$ cat src/rtl/riscv_ctrl_pkg.sv
// riscv_ctrl_pkg -- opcode constants, control field encodings and the decoded control bundle.
// Rev 1.0
`default_nettype none

package riscv_ctrl_pkg;

  localparam logic [6:0] OP_R      = 7'b0110011;
  localparam logic [6:0] OP_IMM    = 7'b0010011;
  localparam logic [6:0] OP_LOAD   = 7'b0000011;
  localparam logic [6:0] OP_STORE  = 7'b0100011;
  localparam logic [6:0] OP_BRANCH = 7'b1100011;
  localparam logic [6:0] OP_JAL    = 7'b1101111;
  localparam logic [6:0] OP_JALR   = 7'b1100111;
  localparam logic [6:0] OP_AUIPC  = 7'b0010111;
  localparam logic [6:0] OP_LUI    = 7'b0110111;
  localparam logic [6:0] OP_SYSTEM = 7'b1110011;

  localparam logic [1:0] RES_ALU = 2'b00;
  localparam logic [1:0] RES_MEM = 2'b01;
  localparam logic [1:0] RES_PC4 = 2'b10;

  localparam logic [2:0] IMM_I = 3'b000;
  localparam logic [2:0] IMM_S = 3'b001;
  localparam logic [2:0] IMM_B = 3'b010;
  localparam logic [2:0] IMM_J = 3'b011;
  localparam logic [2:0] IMM_U = 3'b100;

  localparam logic [1:0] ALU_ADD    = 2'b00;
  localparam logic [1:0] ALU_BRANCH = 2'b01;
  localparam logic [1:0] ALU_FUNCT  = 2'b10;
  localparam logic [1:0] ALU_UPPER  = 2'b11;

  localparam logic [2:0] MEM_NONE = 3'b000;

  localparam logic [6:0] F7_BASE = 7'b0000000;
  localparam logic [6:0] F7_ALT  = 7'b0100000;
  localparam logic [6:0] F7_MUL  = 7'b0000001;

  typedef struct packed {
    logic       reg_write;
    logic       alu_src;
    logic       mem_write;
    logic       branch;
    logic       jump;
    logic [1:0] result_src;
    logic [2:0] imm_src;
    logic [2:0] mem_op;
    logic [1:0] alu_op;
    logic       alu_a_pc;
    logic       muldiv;
    logic       sys;
    logic       illegal;
  } ctrl_t;

endpackage

`default_nettype wire

$ cat src/rtl/ctrl_decode.sv
// ctrl_decode -- combinational RV32I/M instruction field decode into the control bundle.
// Rev 1.0
`default_nettype none

module ctrl_decode
  import riscv_ctrl_pkg::*;
#(
  parameter bit ENABLE_M = 1'b1
) (
  input  logic [6:0] opcode,
  input  logic [2:0] funct3,
  input  logic [6:0] funct7,
  output ctrl_t      ctrl
);

  ctrl_t dec;
  logic  bad;

  always_comb begin
    dec = '0;
    bad = 1'b0;
    case (opcode)
      OP_R: begin
        dec.reg_write = 1'b1;
        dec.alu_op    = ALU_FUNCT;
        case (funct7)
          F7_BASE: bad = 1'b0;
          F7_ALT:  bad = !((funct3 == 3'b000) || (funct3 == 3'b101));
          F7_MUL: begin
            dec.muldiv = 1'b1;
            bad        = !ENABLE_M;
          end
          default: bad = 1'b1;
        endcase
      end
      OP_IMM: begin
        dec.reg_write = 1'b1;
        dec.alu_src   = 1'b1;
        dec.alu_op    = ALU_FUNCT;
      end
      OP_LOAD: begin
        dec.reg_write  = 1'b1;
        dec.alu_src    = 1'b1;
        dec.result_src = RES_MEM;
        dec.mem_op     = funct3;
        bad            = (funct3 == 3'b011) || (funct3[2:1] == 2'b11);
      end
      OP_STORE: begin
        dec.mem_write = 1'b1;
        dec.imm_src   = IMM_S;
        dec.mem_op    = funct3;
        bad           = funct3 > 3'b010;
      end
      OP_BRANCH: begin
        dec.branch  = 1'b1;
        dec.alu_op  = ALU_BRANCH;
        dec.imm_src = IMM_B;
        bad         = funct3[2:1] == 2'b01;
      end
      OP_JAL: begin
        dec.reg_write  = 1'b1;
        dec.jump       = 1'b1;
        dec.result_src = RES_PC4;
        dec.imm_src    = IMM_J;
        dec.alu_a_pc   = 1'b1;
      end
      OP_JALR: begin
        dec.reg_write  = 1'b1;
        dec.jump       = 1'b1;
        dec.alu_src    = 1'b1;
        dec.result_src = RES_PC4;
      end
      OP_LUI, OP_AUIPC: begin
        dec.reg_write = 1'b1;
        dec.alu_src   = 1'b1;
        dec.imm_src   = IMM_U;
        dec.alu_op    = ALU_UPPER;
        dec.alu_a_pc  = (opcode == OP_AUIPC);
      end
      OP_SYSTEM: dec.sys = 1'b1;
      default:   bad = 1'b1;
    endcase

    // An illegal entry carries no side-effecting control, only the flag.
    if (bad) begin
      ctrl         = '0;
      ctrl.illegal = 1'b1;
    end else begin
      ctrl = dec;
    end
  end

endmodule

`default_nettype wire

$ cat src/rtl/id_ctrl_pipe.sv
// id_ctrl_pipe -- ID stage: decode, ID/EX control register and one-entry skid buffer.
// Rev 1.0
`default_nettype none

module id_ctrl_pipe
  import riscv_ctrl_pkg::*;
#(
  parameter int XLEN        = 32,
  parameter bit ENABLE_M    = 1'b1,
  parameter bit ENABLE_SKID = 1'b1
) (
  input  logic            clk,
  input  logic            rst_n,
  input  logic            in_valid,
  output logic            in_ready,
  input  logic [31:0]     in_instr,
  input  logic [XLEN-1:0] in_pc,
  input  logic            flush,
  output logic            out_valid,
  input  logic            out_ready,
  output logic [XLEN-1:0] out_pc,
  output logic [31:0]     out_instr,
  output logic            out_reg_write,
  output logic            out_alu_src,
  output logic            out_mem_write,
  output logic            out_branch,
  output logic            out_jump,
  output logic [1:0]      out_result_src,
  output logic [2:0]      out_imm_src,
  output logic [2:0]      out_mem_op,
  output logic [1:0]      out_alu_op,
  output logic            out_alu_a_pc,
  output logic            out_muldiv,
  output logic            out_sys,
  output logic            out_illegal
);

  ctrl_t            dec_ctrl;
  ctrl_t            main_ctrl;
  ctrl_t            skid_ctrl;
  logic [XLEN-1:0]  main_pc;
  logic [XLEN-1:0]  skid_pc;
  logic [31:0]      main_instr;
  logic [31:0]      skid_instr;
  logic             main_valid;
  logic             skid_valid;
  logic             main_load;
  logic             accept;

  ctrl_decode #(
    .ENABLE_M (ENABLE_M)
  ) u_decode (
    .opcode (in_instr[6:0]),
    .funct3 (in_instr[14:12]),
    .funct7 (in_instr[31:25]),
    .ctrl   (dec_ctrl)
  );

  assign main_load = !main_valid || out_ready;

  generate
    if (ENABLE_SKID) begin : g_skid
      assign in_ready = !skid_valid;
    end else begin : g_no_skid
      assign in_ready = main_load;
    end
  endgenerate

  assign accept = in_valid && in_ready && !flush;

  always_ff @(posedge clk or negedge rst_n) begin
    if (!rst_n) begin
      main_valid <= 1'b0;
      main_ctrl  <= '0;
      main_pc    <= '0;
      main_instr <= '0;
      skid_valid <= 1'b0;
      skid_ctrl  <= '0;
      skid_pc    <= '0;
      skid_instr <= '0;
    end else if (flush) begin
      main_valid <= 1'b0;
      main_ctrl  <= '0;
      main_pc    <= '0;
      main_instr <= '0;
      skid_valid <= 1'b0;
      skid_ctrl  <= '0;
      skid_pc    <= '0;
      skid_instr <= '0;
    end else if (main_load) begin
      // A held skid entry is always older than anything on the input.
      if (skid_valid) begin
        main_valid <= 1'b1;
        main_ctrl  <= skid_ctrl;
        main_pc    <= skid_pc;
        main_instr <= skid_instr;
        skid_valid <= 1'b0;
      end else if (accept) begin
        main_valid <= 1'b1;
        main_ctrl  <= dec_ctrl;
        main_pc    <= in_pc;
        main_instr <= in_instr;
      end else begin
        main_valid <= 1'b0;
        main_ctrl  <= '0;
        main_pc    <= '0;
        main_instr <= '0;
      end
    end else if (accept) begin
      skid_valid <= 1'b1;
      skid_ctrl  <= dec_ctrl;
      skid_pc    <= in_pc;
      skid_instr <= in_instr;
    end
  end

  assign out_valid      = main_valid;
  assign out_pc         = main_pc;
  assign out_instr      = main_instr;
  assign out_reg_write  = main_ctrl.reg_write;
  assign out_alu_src    = main_ctrl.alu_src;
  assign out_mem_write  = main_ctrl.mem_write;
  assign out_branch     = main_ctrl.branch;
  assign out_jump       = main_ctrl.jump;
  assign out_result_src = main_ctrl.result_src;
  assign out_imm_src    = main_ctrl.imm_src;
  assign out_mem_op     = main_ctrl.mem_op;
  assign out_alu_op     = main_ctrl.alu_op;
  assign out_alu_a_pc   = main_ctrl.alu_a_pc;
  assign out_muldiv     = main_ctrl.muldiv;
  assign out_sys        = main_ctrl.sys;
  assign out_illegal    = main_ctrl.illegal;

endmodule

`default_nettype wire

$ cat config.mk
export PLATFORM = sky130hd
export DESIGN_NAME = id_ctrl_pipe
export DESIGN_NICKNAME = d
export VERILOG_FILES = /design/src/rtl/riscv_ctrl_pkg.sv /design/src/rtl/ctrl_decode.sv /design/src/rtl/id_ctrl_pipe.sv
export SDC_FILE = /design/constraint.sdc
export NUM_CORES = 1
export LEC_CHECK = 0
export ABC_AREA = 1
export CAP_MARGIN = 20
export CORE_ASPECT_RATIO = 0.7
export CORE_UTILIZATION = 45
export CTS_CLUSTER_DIAMETER = 100
export DETAILED_ROUTE_END_ITERATION = 7
export MAX_ROUTING_LAYER = met4
export PLACE_DENSITY = 0.73
export SLEW_MARGIN = 20
export SYNTH_ARGS = -nofsm -noshare
export SYNTH_HDL_FRONTEND = slang
export SYNTH_HIERARCHICAL = 1
export SYNTH_SLANG_ARGS = --single-unit
$ cat constraint.sdc
create_clock -name clk -period 1.3 [get_ports clk]
set_input_delay 0.26 -clock clk [delete_from_list [all_inputs] [get_ports clk]]
set_output_delay 0.26 -clock clk [all_outputs]
set_load 0.005 [all_outputs]
==> results of run 1 <==
[cell families after synthesis]
kind of cell / after synthesis
xor gates and xnor gates: 1
buffers and inverters: 112
DFF: 168
and+or+nand+nor: 823
AOI/OAI and AO/OA: 8
[cell type report]
type	count	area (um2)	share of cell area [%]
flip-flops and latches	168	4210	35.3
multi-input cells	832	4000	33.5
repair buffers	283	2670	22.4
clock buffers	17	425	3.57
well taps	236	295	2.48
clock inverters	15	211	1.77
inverters	20	110	0.924
diodes	1	2.50	0.0210
[metal layers]
layer  GRT usage [%]  wire (um)  vias up
met1            39.1      12100     4050
met3            4.87       2170       37
li1                -          -     4059
met5               -          0        -
met2            42.0      12400      351
met4            7.03        460        0
[flip-flops by register name (all words and copies together), names as in the netlist, 2 cells and up]
name / count
skid_instr: 32
skid_pc: 32
skid_ctrl: 19
out_imm_src: 3
out_instr: 32
out_pc: 32
out_mem_op: 3
out_result_src: 2
out_alu_op: 2
[through the flow]
step	hold WS (ns)	cell area (um2)	TNS, ns	total power [mW]	util [%]
after floorplan	-0.0356	8450	-0.271	6.10	-
after global placement	0.0834	10600	-71.87	6.97	58.8
after detailed placement	0.0836	10600	-73.59	6.98	58.8
after CTS	0.126	11700	-5.17	12.6	64.4
after global routing	0.135	11900	-17.99	13.1	65.8
final	0.128	11900	-9.23	12.7	65.8
[how the worst min path moves through the flow]
| stage | endpoint |
|---|---|
| after floorplan | out_alu_a_pc |
| after global placement | skid_instr[19] |
| after detailed placement | skid_instr[19] |
| after CTS | skid_instr[27] |
| after global routing | skid_instr[29] |
| final | skid_instr[29] |
[worst max-delay path: stages (launching register included)]
cell       delay, ns
dfrtp_4         0.50
buf_6           0.14
nor3_4          0.17
buf_6           0.21
clkbuf_16       0.19
nand3_1         0.08
nand2_1         0.08
[repair_timing]
item	CTS	global route
hold buffers	1	0
gates cloned	3	12
buffers inserted	30	15
hold endpoints to repair	168	0
endpoints found under the setup margin	238	217
gates resized for setup	310	115
pin swaps	17	23
[power by group]
| part | internal, mW | switching (mW) | leakage, nW |
|---|---|---|---|
| logic | 0.731 | 0.982 | 3.87 |
| registers | 5.35 | 0.0683 | 2.32 |
| clock network | 3.26 | 2.29 | 0.303 |
[cell usage in the layout (no fill, tap or decap), types with 2 or more instances in the layout]
cell type and instances:
nand3_2 8, inv_4 2, o21ai_2 2, inv_6 5
buf_16 4, nor3_2 2, nand2_2 26, nand2_4 6
nand2_1 491, clkdlybuf4s15_1 24, nor3_1 3, inv_2 3
clkdlybuf4s50_1 49, clkinv_4 3, inv_1 11, nand3_4 2
dfrtp_1 167, clkbuf_16 25, buf_4 82, nor2_2 9
nor2_1 5, nand3_1 163, bufinv_16 4, buf_6 19
buf_12 20, nor2_4 21, nand4_1 85, inv_8 2
clkbuf_2 44, clkinvlp_4 3, buf_2 30
==> results.yml, run 1 <==
routing:
  ant_nets: 0
  firstDrtPassIters: 6
  vias_per_cell: 5.41
  wl_per_cell_um: 17.3
  drt_wl_total_um: 27100
  drt_iter0_markers: 1031
  drc: 0
  dr_total_vias: 8497
critical_path:
  startpoint_type: "flop"
  r2r_end: "skid_pc[13]"
  r2r_slack_ns: -0.14
  required_ns: 1.65
  worstPathMaxFanout: 11
  crit_end: "skid_pc[13]"
  reg2regPathDepth: 6
  critPathKind: "flop to flop"
  cp-end-kind: "flop"
  r2r-start: "skid_valid"
  arrival_ns: 1.80
  crit_path_start: "skid_valid"
placement:
  port_buffers: 153
  dpl_worst_slack_ns: -0.843
  place.gp.congestion: 0.847
  dp_hpwl_um: 14900
  dp.cells: 1480
run_status:
  run_status: "finished, violations left"
  violations: "negative setup slack"
floorplanning:
  die_h_um: 116
  io_pins: 154
  die_width_um: 165
  core_area_mm2: 0.0181
  rows: 41
  dieArea_mm2: 0.0191
  start_util_pct: 46.2
clocking:
  clk_latency_ns: 0.42
  clk_path_buf_depth: 2
  cts_num_sinks: 168
  htreeDepth: 4
  clk_root_buffer_cell: "clkbuf_16"
  clkTransAtPathRegs_ns: 0.07
  cts_inserted_buffers: 17
  cts_tree: "done"
yosys:
  synthAdderAreaFrac_pct: 0
  synth_area_mm2: 0.00836
  synth_xor_area_share_pct: 0.105
  syn_inst: 1112
  synth-seq-area-share_pct: 50.3
  post-synth-top-area-cell: "dfrtp_1"
  synthDominantCellAreaShare_pct: 50.3
  ys.flop_type: "dfrtp_1"
  synthTopCellsByArea: "dfrtp_1, nand2_1, nand3_1"
  synth_top_family_by_area: "simple AND/OR/NAND/NOR gates"
  synth.distinct_cells: 24
  ys_ff_latch: 168
  synthMuxAreaShare_pct: 0
  synth_compound_area_share_pct: 0.673
  synthesis.nets: 1181
  synthTopCellsByCount: "nand2_1, nand3_1, dfrtp_1, nand4_1, buf_2"
  synth.avg_cell_area_um2: 7.52
  async_reset_ff_share_pct: 100
  yosysMostFrequentCell: "nand2_1"
  synth-edff-count: 0
  synthSimpleGateAreaFrac_pct: 42.6
  synth_warnings: 6
global_routing:
  overflow: 0
  track_usage_pct: 28.0
  antenna_found_initial: 0
  grt_pass1_vias: 7903
  grt_max_degree: 54
  grt_pass1_wl_um: 40500
sta:
  skew_ns: 0.0103
  fin_crit_sh_pct: 111
  layout_setup_ws_ns: -0.143
  report.final.setup_viol: 145
  hold_violations: 0
  max_freq_ghz: 0.693
  rsz0062_at_grt: "true"
  slew_viol_final: 0
  slew_headroom_pct: 67.3
  worst_pin_slew_ns: 0.487
  fin_crit_ns: 1.44
worst_hold_path:
  hold_path_depth: 3
  hp-start: "in_instr[29]"
  hold_path_class: "input pin to flop"
power_and_ir_drop:
  powerDensity_mw_per_mm2: 1060
  max-vdd-ir-drop_mv: 0.810
  p_leak_nw: 6.49
final_layout:
  finalNonFillerCells: 1572
  final_layout_size_suffix_gt1_share_pct: 24.7
  fin_nets: 1391
  fillers: 1511
  syn2layout_area_growth_pct: 42.5
job:
  maxCapViolations: 0
Power figures use the tool's default switching activity.
==> inputs of run 2 (changes only) <==
CTS_CLUSTER_DIAMETER = 80   (was 100)
PLACE_DENSITY = 0.75   (was 0.73)
SYNTH_HIERARCHICAL = not set   (was 1)
==> results.yml, run 2 <==
critical_path:
  slowest_delay_ns: 0.41
  path_cells: "clkinv_4, buf_6, nand2_4, buf_4, inv_4, a21oi_4, buf_4, buf_4, buf_12, a22o_1"
  cp-end-kind: "flop"
  arrival_ns: 1.92
  r2r_slack_ns: -0.31
  r2r_end: "skid_instr[6]"
  reg2regPathDepth: 10
  critPathKind: "flop to flop"
  required_ns: 1.61
  path_delay_family: "buffers and inverters"
  cp_slowest_cell: "dfrtp_1"
  path_buf_inv: 7
  cp_common_cell: "buf_4"
  startpoint_type: "flop"
  r2r-start: "skid_valid"
  worstPathMaxFanout: 15
global_routing:
  grt_pass1_vias: 6849
  overflow: 0
  grt_max_degree: 69
  track_usage_pct: 27.8
  grt_pass1_wl_um: 34900
  antenna_found_initial: 0
floorplanning:
  start_util_pct: 46.6
  die_h_um: 109
  core_area_mm2: 0.0157
  die_width_um: 154
  io_pins: 154
  dieArea_mm2: 0.0168
  rows: 38
final_layout:
  stdcell_area_mm2: 0.0115
  fin_nets: 1129
  layout_common_cells: "nand2_1, dfrtp_1, buf_4"
  syn2layout_area_growth_pct: 56.7
  finalNonFillerCells: 1272
  fillers: 1108
  num_antenna_cells: 0
  final_layout_size_suffix_gt1_share_pct: 37.5
  utilization_pct: 73.1
  final_common_cell: "nand2_1"
yosys:
  yosysMostFrequentCell: "nand2_1"
  syn_inst: 781
  synth_warnings: 0
  synth_area_mm2: 0.00732
  ys_ff_latch: 168
  async_reset_ff_share_pct: 100
  synthTopCellsByCount: "nand2_1, dfrtp_1, inv_1, a22o_1, o21ai_0"
  synthDominantCellAreaShare_pct: 57.5
  post-synth-top-area-cell: "dfrtp_1"
  synthesis.nets: 850
  ys.flop_type: "dfrtp_1"
  synth-edff-count: 0
  synth-seq-area-share_pct: 57.5
  synthTopCellsByArea: "dfrtp_1, nand2_1, a22o_1"
  synth.distinct_cells: 33
  synth.avg_cell_area_um2: 9.37
power_and_ir_drop:
  clockPowerShare_pct: 40.5
  netSwitchingPower_mw: 3.29
  p_int_mw: 8.68
  p_sw_share_pct: 27.5
  combPwrFrac_pct: 14.4
  p_leak_nw: 5.46
  max-vdd-ir-drop_mv: 1.01
  powerDensity_mw_per_mm2: 1040
  seqPwrFrac_pct: 45.1
clocking:
  clkTransAtPathRegs_ns: 0.07
  htreeDepth: 4
  clk_latency_ns: 0.44
  cts_inserted_buffers: 17
  cts_tree: "done"
  clk_path_buf_depth: 2
  clk_root_buffer_cell: "clkbuf_16"
  cts_num_sinks: 168
sta:
  max_freq_ghz: 0.620
  hold_violations: 0
  fin_crit_ns: 1.61
  rsz0062_at_grt: "true"
  layout_setup_ws_ns: -0.313
  fin_crit_sh_pct: 124
  skew_ns: 0.0120
  fin_tns_setup_ns: -38.46
  worst_pin_slew_ns: 0.437
  slew_viol_final: 0
  slew_headroom_pct: 70.9
  report.final.setup_viol: 168
routing:
  firstDrtPassIters: 5
  ant_nets: 0
  wl_per_cell_um: 18.5
  drc: 0
  drt_iter0_markers: 477
  drt_wl_total_um: 23500
  vias_per_cell: 5.55
  dr_total_vias: 7055
placement:
  dpl_worst_slack_ns: -0.778
  place.gp.congestion: 0.873
  dp_hpwl_um: 13300
  port_buffers: 153
  dp.cells: 1161
  dpl-instance-area_mm2: 0.00971
job:
  maxCapViolations: 0
worst_hold_path:
  hold_path_class: "input pin to async pin"
run_status:
  violations: "negative setup slack"
  run_status: "finished, violations left"
run 2: cell count changes after synthesis, sizes merged, moves of 20 or more:
cell	delta
nand2	-336
nand3	-154
nand4	-83
o21ai	+83
a22o	+63
inv	+57
o22ai	+51
buf	-49
a21oi	+20
run 2: worst max path at each step:
stage,from,endpoint,slack [ns],depth (start not counted)
floorplan,skid_valid,out_mem_op[2],-0.09,11
global placement,in_instr[5],out_branch,-0.75,11
detailed placement,in_instr[5],out_branch,-0.78,11
CTS,skid_valid,out_alu_op[0],-0.26,12
global route,skid_valid,skid_ctrl[11],-0.38,11
finish,skid_valid,skid_instr[6],-0.31,10
run 2: cell type report:
type	instances	area [um2]	area share, %
clock buffer	17	425	3.71
clock inverter	14	130	1.14
inverter	77	304	2.65
multi-input combinational	485	3320	28.9
sequential	168	4200	36.7
tap	200	250	2.18
timing repair buffer	311	2830	24.7
run 2: power groups by stage:
stage / logic [mW] / registers (mW) / clock network, mW
finish: 1.72 / 5.40 / 4.85
global route: 1.84 / 5.41 / 5.12
CTS: 1.48 / 5.40 / 4.89
detailed placement: 1.30 / 5.50 / 0
global placement: 1.29 / 5.50 / 0
floorplan: 0.493 / 5.49 / 0
run 2: kinds of logic (layout without fill, tap and decap cells):
family,Yosys count,after routing,share of synthesized area [%]
compound gates,228,228,20.0
buf+inv,128,419,7.17
flops,168,168,57.5
simple gates,257,257,15.3
run 2: through the flow:
step	hold WS [ns]	power, mW
after floorplan	-0.0356	5.98
after global placement	0.181	6.78
after detailed placement	0.178	6.79
after CTS	0.294	11.8
after global routing	0.316	12.4
final	0.294	12.0
run 2: per-layer routing:
layer | routed length, um | global-route usage (%) | vias to the layer above
li1 | - | - | 3206
met1 | 10300 | 37.5 | 3529
met2 | 11300 | 43.1 | 281
met3 | 1450 | 5.09 | 39
met4 | 393 | 8.70 | 0
met5 | 0 | - | -
run 2: repair_timing:
action,4_1_cts,5_1_grt
endpoints found under the setup margin,253,207
buffers inserted,37,37
cloned,5,3
endpoints found under the hold margin,24,0
hold buffers,1,0
pin swaps,16,40
resized for setup,371,134
==> inputs of run 3 (changes only) <==
CTS_CLUSTER_SIZE = 24   (was not set)
PLACE_DENSITY = 0.72   (was 0.75)
clock period = 1.9 ns   (was 1.3 ns; I/O delays follow)
==> results.yml, run 3 (synthesis results as in run 2) <==
floorplanning:
  start_util_pct: 46.6
  io_pins: 154
  core_area_mm2: 0.0157
  rows: 38
  dieArea_mm2: 0.0168
  die_width_um: 154
  die_h_um: 109
critical_path:
  path_buf_inv: 2
  reg2regPathDepth: 11
  arrival_ns: 1.46
  slowest_delay_ns: 0.52
  r2r_slack_ns: 0.27
  path_cells: "inv_4, clkdlybuf4s50_1"
  critPathKind: "flop to primary output"
  r2r_end: "out_alu_op[1]"
  path_delay_family: "buffers and inverters"
  startpoint_type: "flop"
  cp_slowest_cell: "clkdlybuf4s50_1"
  worstPathMaxFanout: 10
  required_ns: 1.52
  r2r-start: "skid_valid"
  cp-end-kind: "primary output"
placement:
  place.gp.congestion: 0.955
  dpl_worst_slack_ns: -0.332
  port_buffers: 153
  dp.cells: 1150
  dp_hpwl_um: 13100
clocking:
  clk_latency_ns: 0.42
  cts_tree: "done"
  clk_path_buf_depth: 2
  htreeDepth: 4
  post_cts_buffers: 0
  cts_num_sinks: 168
  clkTransAtPathRegs_ns: 0.07
  clk_root_buffer_cell: "clkbuf_16"
  cts_inserted_buffers: 17
global_routing:
  grt_use_met3_pct: 4.61
  use_met2_pct: 36.8
  antenna_found_initial: 0
  grt_pass1_vias: 6227
  overflow: 0
  grt-busiest-layer: "met1"
  grt_pass1_wl_um: 32500
  track_usage_pct: 25.7
  grt.met1_usage_pct: 38.0
  grt_max_degree: 61
final_layout:
  finalNonFillerCells: 1183
  fillers: 1264
  final_common_cell: "nand2_1"
  layout_common_cells: "nand2_1, dfrtp_1, clkdlybuf4s50_1"
  register_area_mm2: 0.00420
  fin_nets: 1039
  final_layout_size_suffix_gt1_share_pct: 13.8
  multi_input_area_mm2: 0.00261
  num_antenna_cells: 0
  syn2layout_area_growth_pct: 38.9
  utilization_pct: 64.8
power_and_ir_drop:
  p_total_mw: 8.25
  p_leak_nw: 4.64
  max-vdd-ir-drop_mv: 0.553
  powerDensity_mw_per_mm2: 812
routing:
  ant_nets: 0
  drt_wl_total_um: 19800
  dr_total_vias: 6322
  firstDrtPassIters: 5
  vias_per_cell: 5.34
  wl_per_cell_um: 16.8
  drc: 0
  drt_iter0_markers: 499
job:
  maxCapViolations: 0
sta:
  fin_tns_setup_ns: 0
  layout_setup_ws_ns: 0.0643
  max_freq_ghz: 0.545
  fin_crit_sh_pct: 96.6
  report.final.setup_viol: 0
  slew_headroom_pct: 70.6
  worst_pin_slew_ns: 0.442
  hold_violations: 0
  fin_crit_ns: 1.84
  slew_viol_final: 0
  rsz0062_at_grt: "true"
  skew_ns: 0.0109
worst_hold_path:
  hold_path_class: "input pin to async pin"
run_status:
  run_status: "completed"
==> run 3: cell types whose count changed in the layout (fill, tap and decap cells not counted), moves of 31 or more <==
cell | before | now
o21ai_0 | 28 | 59
o22ai_1 | 1 | 51
clkbuf_2 | 35 | 0
buf_2 | 37 | 0
clkdlybuf4s50_1 | 55 | 152
buf_4 | 110 | 56
o22ai_2 | 41 | 0
==> run 3: per-layer routing <==
metal | routed length [um] | up-vias | share of wire, %
li1 | - | 3012 | -
met1 | 9710 | 3042 | 49
met2 | 8550 | 251 | 43
met3 | 1450 | 17 | 7.3
met4 | 130 | 0 | 0.66
met5 | 0 | - | 0
==> run 3: repair_timing <==
| action | CTS | global route |
|---|---|---|
| setup endpoints to repair | 0 | 15 |
| gates resized for setup | 0 | 2 |
| endpoints found under the hold margin | 15 | 0 |
| hold buffers | 1 | 0 |
==> run 3: worst max-delay path by stage <==
| stage | from | to | slack (ns) | cells after the start |
|---|---|---|---|---|
| after floorplan | skid_valid | out_mem_op[1] | 0.46 | 11 |
| after global placement | in_instr[1] | out_result_src[0] | -0.34 | 11 |
| after detailed placement | in_instr[1] | out_mem_op[2] | -0.33 | 13 |
| after CTS | skid_valid | in_ready | 0.05 | 2 |
| after global routing | in_instr[1] | skid_ctrl[8] | -0.03 | 10 |
| final | skid_valid | in_ready | 0.06 | 2 |
==> run 3: report_power, final <==
part	internal, mW	switching (mW)	leakage, nW
Combinational	0.403	0.456	2.01
Sequential	3.65	0.0408	2.32
Clock	2.16	1.55	0.306
==> run 3: cell type report <==
type | instances | area share (%)
multi-input combinational | 485 | 25.7
clock buffer | 19 | 4.36
tap | 200 | 2.46
clock inverter | 13 | 1.80
sequential | 168 | 41.4
timing repair buffer | 221 | 21.5
inverter | 77 | 2.87
==> run 3: metrics by stage <==
step / hold slack, ns / instance area [um2]
finish: 0.358 / 10200
global route: 0.375 / 10200
global placement: 0.229 / 9520
CTS: 0.355 / 10200
detailed placement: 0.229 / 9520
floorplan: 0.0844 / 7320
==> run 3: worst reg2reg max path: stages (launching register included) <==
cell and delay, ns:
dfrtp_1 0.40, inv_4 0.12, nand2_2 0.09, nor2_4 0.11
inv_2 0.07, nor2_2 0.15, nand3_1 0.19, nand2_1 0.17
nand3_2 0.10, nand2_1 0.07, nand2_1 0.04, nand2_1 0.06
